### config.mk
export PLATFORM = sky130hd
export DESIGN_NAME = xor_key_loader
export DESIGN_NICKNAME = d
export VERILOG_FILES = /design/src/rtl/xor_cipher_pkg.sv /design/src/rtl/xor_key_piso.sv /design/src/rtl/xor_key_loader.sv
export SDC_FILE = /design/constraint.sdc
export NUM_CORES = 1
export LEC_CHECK = 0
export CAP_MARGIN = 20
export CORE_MARGIN = 5
export CORE_UTILIZATION = 40
export CTS_CLUSTER_SIZE = 30
export DETAILED_ROUTE_END_ITERATION = 7
export GPL_TIMING_DRIVEN = 0
export PLACE_DENSITY = 0.74
export SYNTH_ARGS = -nofsm -noshare
export SYNTH_HDL_FRONTEND = slang
export SYNTH_SLANG_ARGS = --single-unit
### constraint.sdc
create_clock -name clk -period 1.7 [get_ports clk]
set_input_delay 0.34 -clock clk [delete_from_list [all_inputs] [get_ports clk]]
set_output_delay 0.34 -clock clk [all_outputs]
set_load 0.1 [all_outputs]
### src/rtl/xor_cipher_pkg.sv
// Shared state encoding and key-path constants for the XOR cipher key loader.
package xor_cipher_pkg;

   localparam int KEY_W     = 32;
   localparam bit MSB_FIRST = 1'b1;

   typedef enum logic [1:0] {
      IDLE   = 2'd0,
      SHIFT  = 2'd1,
      VERIFY = 2'd2,
      DONE   = 2'd3
   } state_e;

endpackage

### src/rtl/xor_key_piso.sv
// Loadable M-bit parallel-in/serial-out shift register. The bit shifted off the
// serial end can be fed back into the vacated end (recirc) instead of a zero.
module xor_key_piso
   import xor_cipher_pkg::*;
#(
   parameter int M = KEY_W
) (
   input  logic         clk,
   input  logic         rst,
   input  logic         load,
   input  logic         shift,
   input  logic         recirc,
   input  logic [M-1:0] din,
   output logic         msb
);

   logic [M-1:0] sreg_q;
   logic [M-1:0] sreg_d;
   logic [M-1:0] shifted;

   generate
      for (genvar gi = 0; gi < M; gi++) begin : g_bit
         if (MSB_FIRST) begin : g_left
            if (gi == 0) begin : g_fill
               assign shifted[gi] = recirc & sreg_q[M-1];
            end else begin : g_move
               assign shifted[gi] = sreg_q[gi-1];
            end
         end else begin : g_right
            if (gi == M-1) begin : g_fill
               assign shifted[gi] = recirc & sreg_q[0];
            end else begin : g_move
               assign shifted[gi] = sreg_q[gi+1];
            end
         end
      end
   endgenerate

   always_comb begin
      sreg_d = sreg_q;
      if (load) begin
         sreg_d = din;
      end else if (shift) begin
         sreg_d = shifted;
      end
   end

   always_ff @(posedge clk or negedge rst) begin
      if (!rst) begin
         sreg_q <= '0;
      end else begin
         sreg_q <= sreg_d;
      end
   end

   assign msb = MSB_FIRST ? sreg_q[M-1] : sreg_q[0];

endmodule

### src/rtl/xor_key_loader.sv
// Drives the cipher's serial key chain from an M-bit key word, MSB first.
// Define XOR_KEY_LOADER_VERIFY_EN to add a second pass that checks the chain tail.
module xor_key_loader
   import xor_cipher_pkg::*;
#(
   parameter int M     = KEY_W,
   parameter int CNT_W = $clog2(M)
) (
   input  logic         clk,
   input  logic         rst,
   input  logic [M-1:0] key_in,
   input  logic         key_valid,
   output logic         key_ready,
   output logic         cfg_en,
   output logic         cfg_o,
   input  logic         cfg_ret,
   output logic         busy,
   output logic         done,
   output logic         err
);

   state_e           state_q, state_d;
   logic [CNT_W-1:0] cnt_q, cnt_d;
   logic             key_ready_q, key_ready_d;
   logic             cfg_en_q, cfg_en_d;
   logic             busy_q, busy_d;
   logic             done_q, done_d;
   logic             accept, last_bit;
   logic             load, shift, recirc, msb;

   assign accept   = key_valid && key_ready_q;
   assign last_bit = (cnt_q == CNT_W'(M - 1));

   // The serial output is the shift register MSB itself; the register drains
   // to zero on the final pass, so cfg_o is already 0 whenever cfg_en is low.
   xor_key_piso #(.M(M)) u_piso (
      .clk    (clk),
      .rst    (rst),
      .load   (load),
      .shift  (shift),
      .recirc (recirc),
      .din    (key_in),
      .msb    (msb)
   );

`ifdef XOR_KEY_LOADER_VERIFY_EN
   logic err_q, err_d;
`endif

   always_comb begin
      state_d = state_q;
      cnt_d   = cnt_q;
      load    = 1'b0;
      shift   = 1'b0;
      recirc  = 1'b0;
`ifdef XOR_KEY_LOADER_VERIFY_EN
      err_d   = err_q;
`endif
      case (state_q)
         IDLE: begin
            if (accept) begin
               load    = 1'b1;
               cnt_d   = '0;
               state_d = SHIFT;
`ifdef XOR_KEY_LOADER_VERIFY_EN
               err_d   = 1'b0;
`endif
            end
         end
         SHIFT: begin
            shift = 1'b1;
`ifdef XOR_KEY_LOADER_VERIFY_EN
            recirc = 1'b1;
`endif
            if (last_bit) begin
               cnt_d = '0;
`ifdef XOR_KEY_LOADER_VERIFY_EN
               state_d = VERIFY;
`else
               state_d = DONE;
`endif
            end else begin
               cnt_d = cnt_q + 1'b1;
            end
         end
`ifdef XOR_KEY_LOADER_VERIFY_EN
         VERIFY: begin
            // Tail now returns the bit written first on the previous pass.
            shift = 1'b1;
            if (cfg_ret != msb) begin
               err_d = 1'b1;
            end
            if (last_bit) begin
               cnt_d   = '0;
               state_d = DONE;
            end else begin
               cnt_d = cnt_q + 1'b1;
            end
         end
`endif
         DONE: begin
            state_d = IDLE;
         end
         default: begin
            state_d = IDLE;
         end
      endcase
   end

   always_comb begin
      key_ready_d = (state_d == IDLE);
      cfg_en_d    = (state_d == SHIFT) || (state_d == VERIFY);
      busy_d      = (state_d != IDLE);
      done_d      = (state_d == DONE);
   end

   always_ff @(posedge clk or negedge rst) begin
      if (!rst) begin
         state_q     <= IDLE;
         cnt_q       <= '0;
         key_ready_q <= 1'b0;
         cfg_en_q    <= 1'b0;
         busy_q      <= 1'b0;
         done_q      <= 1'b0;
      end else begin
         state_q     <= state_d;
         cnt_q       <= cnt_d;
         key_ready_q <= key_ready_d;
         cfg_en_q    <= cfg_en_d;
         busy_q      <= busy_d;
         done_q      <= done_d;
      end
   end

`ifdef XOR_KEY_LOADER_VERIFY_EN
   always_ff @(posedge clk or negedge rst) begin
      if (!rst) begin
         err_q <= 1'b0;
      end else begin
         err_q <= err_d;
      end
   end

   assign err = err_q;
`else
   logic unused_cfg_ret;
   assign unused_cfg_ret = cfg_ret;
   assign err            = 1'b0;
`endif

   assign key_ready = key_ready_q;
   assign cfg_en    = cfg_en_q;
   assign cfg_o     = msb;
   assign busy      = busy_q;
   assign done      = done_q;

endmodule

==> run metrics, run 1 <==
Post-synth top flop dfrtp_1; status finished, final reports clean; initial antenna violation count 0; Peak VDD IR around 540 uV; Critical Path End Type register; Nets 275; worst-path cell chain ha_1 > and3_1 > ha_1 > nor4b_1 > a211o_1; Warnings, synthesis 0; Fmax around 0.64 GHz; register area share after synthesis 56.4%; Yosys reg bits 43; Post-synth EDFFs 0; Gate Count Post-Synth about 190; Worst R2R Start cnt_q[0]$_DFFE_PN0P_; Synth-to-Final Area Change 31.1%; Root Driver clkbuf_8; Core Footprint roughly 0.0047 mm^2; total wire length 4090 um; Synth Net Count approximately 230; R2R depth 5; Hold Path Class in -> async; clk sinks 43; hpwl dp 2870 um; syn avg cell area roughly 10 um^2; Final ANT Viol Nets 0; via count roughly 1500; Worst Path Arrival 1.81 ns; Crit path depth 5; Tcrit/Tclk final slightly above 90%; leakage power roughly 1.2 nW; Die ar. approximately 0.0062 mm^2; minimum clock period ~1.6 ns; residual DRC count 0; max_slew headroom 63.9%; global-route wire length before repair between 7000 and 8000 um; grt ovf 0; Worst Skew around 0.0054 ns; Max clock buf depth 2; Placer Congestion approximately 0.73; Vias/cell 5.32; Power Dens Cells roughly 1300 mW/mm^2; slowest stage delay, CP 0.41 ns; most frequent CP cell ha_1; n_diodes 0; crit-path max FO 6; Critical Path Sink cnt_q[2]$_DFFE_PN0P_; FFs w/ async S/R, synth 100%; crit path kind reg -> reg; die width between 70 and 80 um; final setup violating endpoints 0; CTS buffer count 5; vias in the first global route between 1500 and 2000; site row count 25; DRT iter0 DRCs between 100 and 150; Top delay family on crit path simple AND/OR/NAND/NOR gates; GRT Total Usage 14.5%; RSZ-0062 raised after global routing true; Startpoint Class register; Slew Viols, Final 0; pin count of the biggest net entering global routing 32; worst path required time ~1.9 ns; worst slew pin tran ~0.54 ns; Inst Count DP about 280; Worst path slowest cell dfrtp_1; Unique masters post-synth 25; H-tree depth 2; non-filler cells in the finished layout between 200 and 300; drt wl/cell approximately 14 um; maxcap violations 0; I/O Buffers 39; die extent in y about 79 um; Power Total around 3.3 mW; Critical path buffers and inverters 0; R2R setup slack 0.13 ns; initial core utilization 40.9%; Clk Latency, worst-skew pair 0.29 ns; Worst-path clk slew about 0.070 ns; Synth Cell Area approximately 0.0019 mm^2; CTS tree built; reg-to-reg endpoint cnt_q[2]$_DFFE_PN0P_; IO Count 42; CP Launch Point cnt_q[0]$_DFFE_PN0P_; share of post-route cells with drive strength above 1 about 12%; DRT Pass-1 Iters 4; Fin. Hold Viols 0
report_power, final:
| group | internal, mW | switching, mW |
|---|---|---|
| Clock | 0.371 | 0.330 |
| Combinational | 0.440 | 0.628 |
| Sequential | 1.34 | 0.174 |
layout make-up:
cell class / instances / area [um^2]
fillers: 429 / 2160
flip-flops and latches: 43 / 1080
multi-input cells: 124 / 732
repair buffers: 41 / 422
clock buffers: 8 / 100
plain buffers: 16 / 90.1
well taps: 54 / 67.6
inverters: 3 / 11.3
cell usage after synthesis, types with 2 or more instances:
library cell	count	area, um^2
nor4b_1	3	26.3
and3_1	2	12.5
buf_2	7	35.0
o21ai_0	33	165
clkbuf_1	4	15.0
ha_1	5	62.6
clkbuf_2	2	10.0
inv_1	3	11.3
buf_4	3	22.5
nor3_1	2	10.0
mux2i_1	2	20.0
nand2_1	38	143
a22oi_1	29	218
dfrtp_1	43	1080
routing by layer:
| metal | routed length (um) | vias up | track usage (%) |
|---|---|---|---|
| met1 | 1890 | 748 | 19.7 |
| li1 | - | 750 | - |
| met3 | 214 | 6 | 4.99 |
| met4 | 60 | 0 | 4.64 |
| met2 | 1920 | 33 | 21.7 |
| met5 | 0 | - | 0 |
cell usage in the layout (no fill, tap or decap), types with 2 or more instances in the layout:
master	synthesis	final
dfrtp_1	43	42
nand2_1	38	38
o21ai_0	33	33
clkdlybuf4s50_1	0	33
a22oi_1	29	29
buf_2	7	8
clkbuf_8	0	7
ha_1	5	5
clkdlybuf4s15_2	0	5
clkbuf_1	4	4
inv_1	3	3
buf_4	3	3
and3_1	2	2
clkbuf_2	2	2
mux2i_1	2	2
nor4b_1	3	2
nor3_1	2	2
per-stage QoR:
step / TNS [ns] / instance area, um^2 / util [%] / hold slack (ns) / worst slack, ns
final: 0 / 2500 / 53.6 / 0.467 / 0.129
after global routing: -0.00694 / 2500 / 53.6 / 0.473 / -0.00694
after detailed placement: -2.22 / 2380 / 51.1 / 0.250 / -0.162
after global placement: -38.01 / 2370 / 50.8 / 0.468 / -0.989
after CTS: 0 / 2500 / 53.6 / 0.471 / 0.0994
after floorplan: 0 / 1910 / - / 0.0444 / 0.0691
kinds of logic after synthesis:
family,count (synthesis),synth area share [%]
AOI/OAI and AO/OA,67,22.0
and+or+nand+nor,49,11.5
DFF,43,56.4
buffers and inverters,20,5.51
adders and majority gates,5,3.28
muxes,2,1.05
other,1,0.197
registers in the layout, summed over array words and instances (netlist names):
name and flops:
busy 1, u_piso.sreg_q 32, state_q 2, key_ready 1, done 1, cnt_q 5, cfg_en 1
timing repair:
action / 4_1_cts / 5_1_grt
hold endpoints to repair: 12 / 0
setup endpoints to repair: 5 / 6
setup buffers: 0 / 0
gates resized for setup: 15 / 1
hold buffers: 1 / 0
worst min path at each step:
stage | slack [ns] | cells past startpoint | end | from
2_1_floorplan | 0.04 | 0 | busy$_DFF_PN0_ | rst
3_3_place_gp | 0.47 | 2 | u_piso.sreg_q[28]$_DFFE_PN0P_ | u_piso.sreg_q[28]$_DFFE_PN0P_
3_5_place_dp | 0.25 | 1 | u_piso.sreg_q[12]$_DFFE_PN0P_ | rst
4_1_cts | 0.47 | 2 | u_piso.sreg_q[12]$_DFFE_PN0P_ | rst
5_1_grt | 0.47 | 2 | u_piso.sreg_q[11]$_DFFE_PN0P_ | rst
6_report | 0.47 | 2 | u_piso.sreg_q[12]$_DFFE_PN0P_ | rst
No activity file was read; power rests on OpenSTA's default activity.
==> run 2, diff against run 1 <==
--- a/config.mk
+++ b/config.mk
@@ -12,6 +12,7 @@
 export DETAILED_ROUTE_END_ITERATION = 7
 export GPL_TIMING_DRIVEN = 0
 export PLACE_DENSITY = 0.74
+export SETUP_SLACK_MARGIN = 0.4
 export SYNTH_ARGS = -nofsm -noshare
 export SYNTH_HDL_FRONTEND = slang
 export SYNTH_SLANG_ARGS = --single-unit
==> run metrics, run 2 (same netlist as run 1, synthesis figures left out) <==
status finished, final reports clean (unchanged); slowest stage delay, CP 0.45 ns (was 0.41 ns); Synth-to-Final Area Change 59.8% (was 31.1%); DRT Pass-1 Iters 4 (unchanged); Core Footprint 0.00466 mm^2 (unchanged); n_diodes 0 (unchanged); most common cell after layout, fill and taps aside dfrtp_1 (unchanged); die extent in y 79.0 um (unchanged); leakage power 1.42 nW (was 1.24 nW); Nets 294 (was 275); CTS buffer count 5 (unchanged); final setup violating endpoints 0 (unchanged); Switching Share 34.6% (was 34.5%); share of power burned in registers 40.8% (was 46.1%); non-filler cells in the finished layout 308 (was 289); Vias/cell 5.30 (was 5.32); I/O Buffers 39 (unchanged); residual DRC count 0 (unchanged); clk sinks 43 (unchanged); most frequent cells in the layout dfrtp_1 (40), nand2_1 (34), clkdlybuf4s50_1 (32) (was dfrtp_1 (42), nand2_1 (38), o21ai_0 (33), clkdlybuf4s50_1 (33), a22oi_1 (29)); crit path kind reg -> reg (unchanged); Worst Skew 0.00444 ns (was 0.00545 ns); R2R depth 6 (was 5); Power Dens Cells 1260 mW/mm^2 (was 1310 mW/mm^2); initial antenna violation count 0 (unchanged); global-route wire length before repair 7690 um (was 7130 um); minimum clock period 1.41 ns (was 1.57 ns); via count 1631 (was 1537); Final ANT Viol Nets 0 (unchanged); Hold Path Class in -> async (unchanged); setup total negative slack 0 ns (unchanged); DRT iter0 DRCs 62 (was 126); die width 79.0 um (unchanged); Placer Congestion 0.740 (was 0.733); maxcap violations 0 (unchanged); Worst Path Arrival 1.58 ns (was 1.81 ns); Fmax 0.712 GHz (was 0.637 GHz); worst-path cell chain nor2b_1 > buf_6 > buf_8 > buf_4 > a22oi_2 > nand2_1 (was ha_1 > and3_1 > ha_1 > nor4b_1 > a211o_1); Psw 1.33 mW (was 1.13 mW); site row count 25 (unchanged); hpwl dp 2900 um (was 2870 um); Worst-path clk slew 0.08 ns (was 0.07 ns); GRT Total Usage 15.4% (was 14.5%); Startpoint Class register (unchanged); RSZ-0062 raised after global routing true (unchanged); grt ovf 0 (unchanged); internal power 2.51 mW (was 2.15 mW); share of post-route cells with drive strength above 1 38.6% (was 12.3%); CTS tree built (unchanged); Top Registers u_piso.sreg_q (32), cnt_q (5), state_q (2) (unchanged); crit-path max FO 8 (was 6); Die ar. 0.00625 mm^2 (unchanged); clock share of power 18.4% (was 21.3%); Peak VDD IR 491 uV (was 540 uV); IO Count 42 (unchanged); Critical Path End Type register (unchanged); H-tree depth 2 (unchanged); Fin. Hold Viols 0 (unchanged); Most flops, register u_piso.sreg_q (unchanged); total wire length 4810 um (was 4090 um); vias in the first global route 1719 (was 1539); max reg flops 32 (unchanged); Worst path slowest cell dfrtp_2 (was dfrtp_1); Inst Count DP 281 (unchanged); Tcrit/Tclk final 82.7% (was 92.4%); Slew Viols, Final 0 (unchanged); Max clock buf depth 2 (unchanged); Root Driver clkbuf_8 (unchanged); pin count of the biggest net entering global routing 41 (was 32); Clk Latency, worst-skew pair 0.29 ns (about the same); worst path required time 1.88 ns (was 1.94 ns); initial core utilization 40.9% (unchanged); drt wl/cell 15.6 um (was 14.1 um); Gate power share 40.7% (was 32.5%)
==> run 2: cell types whose count changed in the layout (fill, tap and decap cells not counted), moves of 3 or more <==
cell	change
a22oi_1	-28
o21ai_0	-5
ha_4	+3
nand2_2	+3
nand2_1	-4
clkdlybuf4s15_2	-5
ha_1	-5
a22oi_2	+28
buf_2	-6
buf_4	+16
o21ai_1	+3
buf_6	+5
buf_12	+4
==> run 2: worst paths after layout <==
kind	slack (ns)	start	to
setup / recovery	0.29	state_q[0]$_DFF_PN0_	u_piso.sreg_q[5]$_DFFE_PN0P_
hold / removal	0.38	rst	u_piso.sreg_q[12]$_DFFE_PN0P_
setup reg to reg	0.29	state_q[0]$_DFF_PN0_	u_piso.sreg_q[5]$_DFFE_PN0P_
hold reg to reg	0.51	u_piso.sreg_q[31]$_DFFE_PN0P_	u_piso.sreg_q[31]$_DFFE_PN0P_
max in group asynchronous	0.87	rst	key_ready$_DFF_PN0_
min in group clk	0.51	u_piso.sreg_q[31]$_DFFE_PN0P_	u_piso.sreg_q[31]$_DFFE_PN0P_
==> run 2: power by group through the flow <==
stage                     Sequential [mW]  Clock (mW)  Combinational [mW]
after global routing                 1.61       0.768                1.71
after CTS                            1.55       0.727                1.35
final                                1.57       0.707                1.56
after detailed placement             1.57           0                1.22
after global placement               1.55           0                1.19
after floorplan                      1.73           0               0.711
==> run 2: cell type report <==
| type | count | area (um^2) |
|---|---|---|
| sequential | 43 | 1080 |
| clock buffer | 8 | 100 |
| inverter | 3 | 13.8 |
| multi-input combinational | 124 | 981 |
| tap | 54 | 67.6 |
| fill | 378 | 1610 |
| buffer | 17 | 186 |
| timing repair buffer | 59 | 616 |
==> run 2: per-layer routing <==
layer  GRT usage (%)  share of wire, %  vias to the layer above
met1            18.4                44                      794
met2            26.0                50                       37
met5               0                 0                        -
met4            6.53               1.7                        0
met3            4.31               4.0                        7
li1                -                 -                      793
==> run 2: timing repair <==
| action | 4_1_cts | 5_1_grt |
|---|---|---|
| buffers inserted | 6 | 8 |
| hold buffers | 1 | 0 |
| hold endpoints to repair | 3 | 0 |
| cloned | 1 | 3 |
| endpoints found under the setup margin | 45 | 42 |
| pin swaps | 8 | 3 |
| resized for setup | 55 | 33 |
==> run 2: worst max-delay path: cells and delay by family, from the launching register on <==
family | cells | cell delay, ns
AOI/OAI and AO/OA | 1 | 0.17
DFF | 1 | 0.45
buffers and inverters | 3 | 0.42
and+or+nand+nor | 2 | 0.25
==> run 2: per-stage QoR <==
stage	setup WS [ns]	area, um^2	power (mW)	util (%)	hold slack, ns
floorplan	0.237	2090	2.44	-	0.0444
global placement	-1.13	2550	2.74	54.7	0.481
detailed placement	-0.171	2560	2.79	55.0	0.158
CTS	0.300	2820	3.63	60.4	0.380
global route	0.244	3050	4.08	65.4	0.383
finish	0.295	3050	3.84	65.4	0.384
==> run 3, diff against run 2 <==
--- a/config.mk
+++ b/config.mk
@@ -11,7 +11,7 @@
 export CTS_CLUSTER_SIZE = 30
 export DETAILED_ROUTE_END_ITERATION = 7
 export GPL_TIMING_DRIVEN = 0
-export PLACE_DENSITY = 0.74
+export PLACE_DENSITY = 0.76
 export SETUP_SLACK_MARGIN = 0.4
 export SYNTH_ARGS = -nofsm -noshare
 export SYNTH_HDL_FRONTEND = slang
==> constraint.sdc (replaced) <==
create_clock -name clk -period 1.2 [get_ports clk]
set_input_delay 0.24 -clock clk [delete_from_list [all_inputs] [get_ports clk]]
set_output_delay 0.24 -clock clk [all_outputs]
set_load 0.1 [all_outputs]
==> run metrics, run 3 (same netlist as run 1, synthesis figures left out) <==
status complete, but fails checks (was finished, final reports clean); violated checks hold timing, setup timing; clk sinks 43 (unchanged); CTS tree built (unchanged); worst slew pin tran 0.555 ns; Peak VDD IR 718 uV (was 491 uV); minimum clock period 1.41 ns (about the same); maxcap violations 0 (unchanged); hpwl dp 3100 um (was 2900 um); initial antenna violation count 0 (unchanged); die width 79.0 um (unchanged); worst path required time 1.37 ns (was 1.88 ns); die extent in y 79.0 um (unchanged); Critical path buffers and inverters 2 (was 3); pin count of the biggest net entering global routing 23 (was 41); Nets 295 (was 294); Inst Count DP 281 (unchanged); final setup violating endpoints 44 (was 0); residual DRC count 0 (unchanged); Most flops, register u_piso.sreg_q (unchanged); drt wl/cell 17.0 um (was 15.6 um); Worst-path clk slew 0.08 ns (about the same); Final Worst Setup Slack -0.206 ns (was 0.295 ns); pre-CTS WS -0.573 ns (was -0.171 ns); via count 1680 (was 1631); crit path kind reg -> reg (unchanged); most frequent cells in the layout dfrtp_1 (36), nand2_1 (34), clkdlybuf4s50_1 (32) (was dfrtp_1 (40), nand2_1 (34), clkdlybuf4s50_1 (32)); most common cell after layout, fill and taps aside dfrtp_1 (unchanged); register area 0.00110 mm^2 (was 0.00108 mm^2); Critical Path End Type register (unchanged); Worst path slowest cell dfrtp_2 (unchanged); DRT Pass-1 Iters 4 (unchanged); Slew Viols, Final 0 (unchanged); Power Dens Cells 1780 mW/mm^2 (was 1260 mW/mm^2); Fin. Hold Viols 21 (was 0); CTS buffer count 5 (unchanged); reg-to-reg endpoint u_piso.sreg_q[7]$_DFFE_PN0P_ (was u_piso.sreg_q[5]$_DFFE_PN0P_); site row count 25 (unchanged); Filler cells 325 (was 378); IO Count 42 (unchanged); Root Driver clkbuf_8 (unchanged); DRT iter0 DRCs 88 (was 62); multi-input logic area 0.00102 mm^2 (was 981 um^2); R2R depth 5 (was 6); GRT Total Usage 16.9% (was 15.4%); worst-path cell chain nor2b_1 > buf_6 > buf_4 > mux2i_2 > o21ai_2 (was nor2b_1 > buf_6 > buf_8 > buf_4 > a22oi_2 > nand2_1); R2R setup slack -0.21 ns (was 0.29 ns); max reg flops 32 (unchanged); Final ANT Viol Nets 0 (unchanged); Worst Path Arrival 1.58 ns (about the same); Power Total 5.66 mW (was 3.84 mW); Worst Skew 0.0111 ns (was 0.00444 ns); Vias/cell 5.45 (was 5.30); share of post-route cells with drive strength above 1 43.3% (was 38.6%); Worst R2R Start state_q[0]$_DFF_PN0_ (unchanged); non-filler cells in the finished layout 308 (unchanged); grt ovf 0 (unchanged); leakage power 1.46 nW (was 1.42 nW); n_diodes 0 (unchanged); total wire length 5230 um (was 4810 um); Fmax 0.711 GHz (was 0.712 GHz); Synth-to-Final Area Change 66.4% (was 59.8%); global-route wire length before repair 8350 um (was 7690 um); Top delay family on crit path flip-flops (unchanged); Hold WS -0.0723 ns (was 0.384 ns); Clk Latency, worst-skew pair 0.29 ns (about the same); Hold Path Class in -> async (unchanged); Max clock buf depth 2 (unchanged); H-tree depth 2 (unchanged); Placer Congestion 0.716 (was 0.740); RSZ-0062 raised after global routing true (unchanged); I/O Buffers 39 (unchanged); Placement Cell Area 0.00260 mm^2 (was 0.00256 mm^2); crit-path max FO 7 (was 8); Startpoint Class register (unchanged); Core Footprint 0.00466 mm^2 (unchanged); initial core utilization 40.9% (unchanged); max_slew headroom between 60% and 70%; Tcrit/Tclk final 117% (was 82.7%); slowest stage delay, CP 0.42 ns (was 0.45 ns); setup total negative slack -5.52 ns (was 0 ns); Final Cell Area 0.00317 mm^2 (was 0.00305 mm^2); Top Registers u_piso.sreg_q (32), cnt_q (5), state_q (2) (unchanged); Die ar. 0.00625 mm^2 (unchanged); vias in the first global route 1760 (was 1719)
run 3: cell count changes in the layout (fill, tap and decap cells not counted), moves of 3 or more:
cell     before  now
o21ai_2       2    5
buf_6         6    9
dfrtp_1      40   36
buf_4        19   14
dfrtp_4       1    5
run 3: repair_timing:
action | CTS | global route
buffers inserted | 11 | 6
gates cloned | 2 | 1
setup endpoints to repair | 48 | 48
endpoints found under the hold margin | 21 | 21
pin swaps | 18 | 6
resized for setup | 90 | 25
run 3: worst max path at each step:
stage / startpoint / endpoint / slack (ns) / cells after the start
after floorplan: key_ready$_DFF_PN0_ / cnt_q[3]$_DFFE_PN0P_ / -0.26 / 4
after global placement: rst / u_piso.sreg_q[31]$_DFFE_PN0P_ / -1.52 / 1
after detailed placement: key_ready$_DFF_PN0_ / key_ready / -0.57 / 1
after CTS: cnt_q[0]$_DFFE_PN0P_ / cnt_q[2]$_DFFE_PN0P_ / -0.18 / 5
after global routing: state_q[0]$_DFF_PN0_ / u_piso.sreg_q[7]$_DFFE_PN0P_ / -0.25 / 5
final: state_q[0]$_DFF_PN0_ / u_piso.sreg_q[7]$_DFFE_PN0P_ / -0.21 / 5
run 3: final cells by class:
cell class / count / share of cell area [%]
clock buffer: 7 / 2.41
multi-input combinational: 124 / 32.3
inverter: 3 / 0.591
sequential: 43 / 34.6
buffer: 17 / 6.35
timing repair buffer: 60 / 21.7
tap: 54 / 2.13
run 3: stage by stage:
step | utilization, % | hold slack (ns)
floorplan | - | -0.0556
global placement | 55.3 | 0.482
detailed placement | 55.8 | 0.254
CTS | 64.9 | -0.0611
global route | 68.1 | -0.0492
finish | 68.1 | -0.0723
run 3: report_power, final:
| part | internal [mW] | total, mW | switching (mW) |
|---|---|---|---|
| sequential | 1.93 | 2.30 | 0.373 |
| combinational | 1.33 | 2.51 | 1.18 |
| clock | 0.401 | 0.849 | 0.449 |
| total | 3.65 | 5.66 | 2.00 |
run 3: worst reg2reg max path, stage by stage (launching register included):
cell     delay (ns)
dfrtp_2        0.42
nor2b_1        0.19
buf_6          0.18
buf_4          0.15
mux2i_2        0.26
o21ai_2        0.09
run 3: layer usage:
layer	track usage (%)	wire (um)	up-vias
li1	-	-	794
met1	20.7	2160	835
met2	29.4	2750	46
met3	4.99	281	5
met4	4.12	44	0
met5	0	0	-
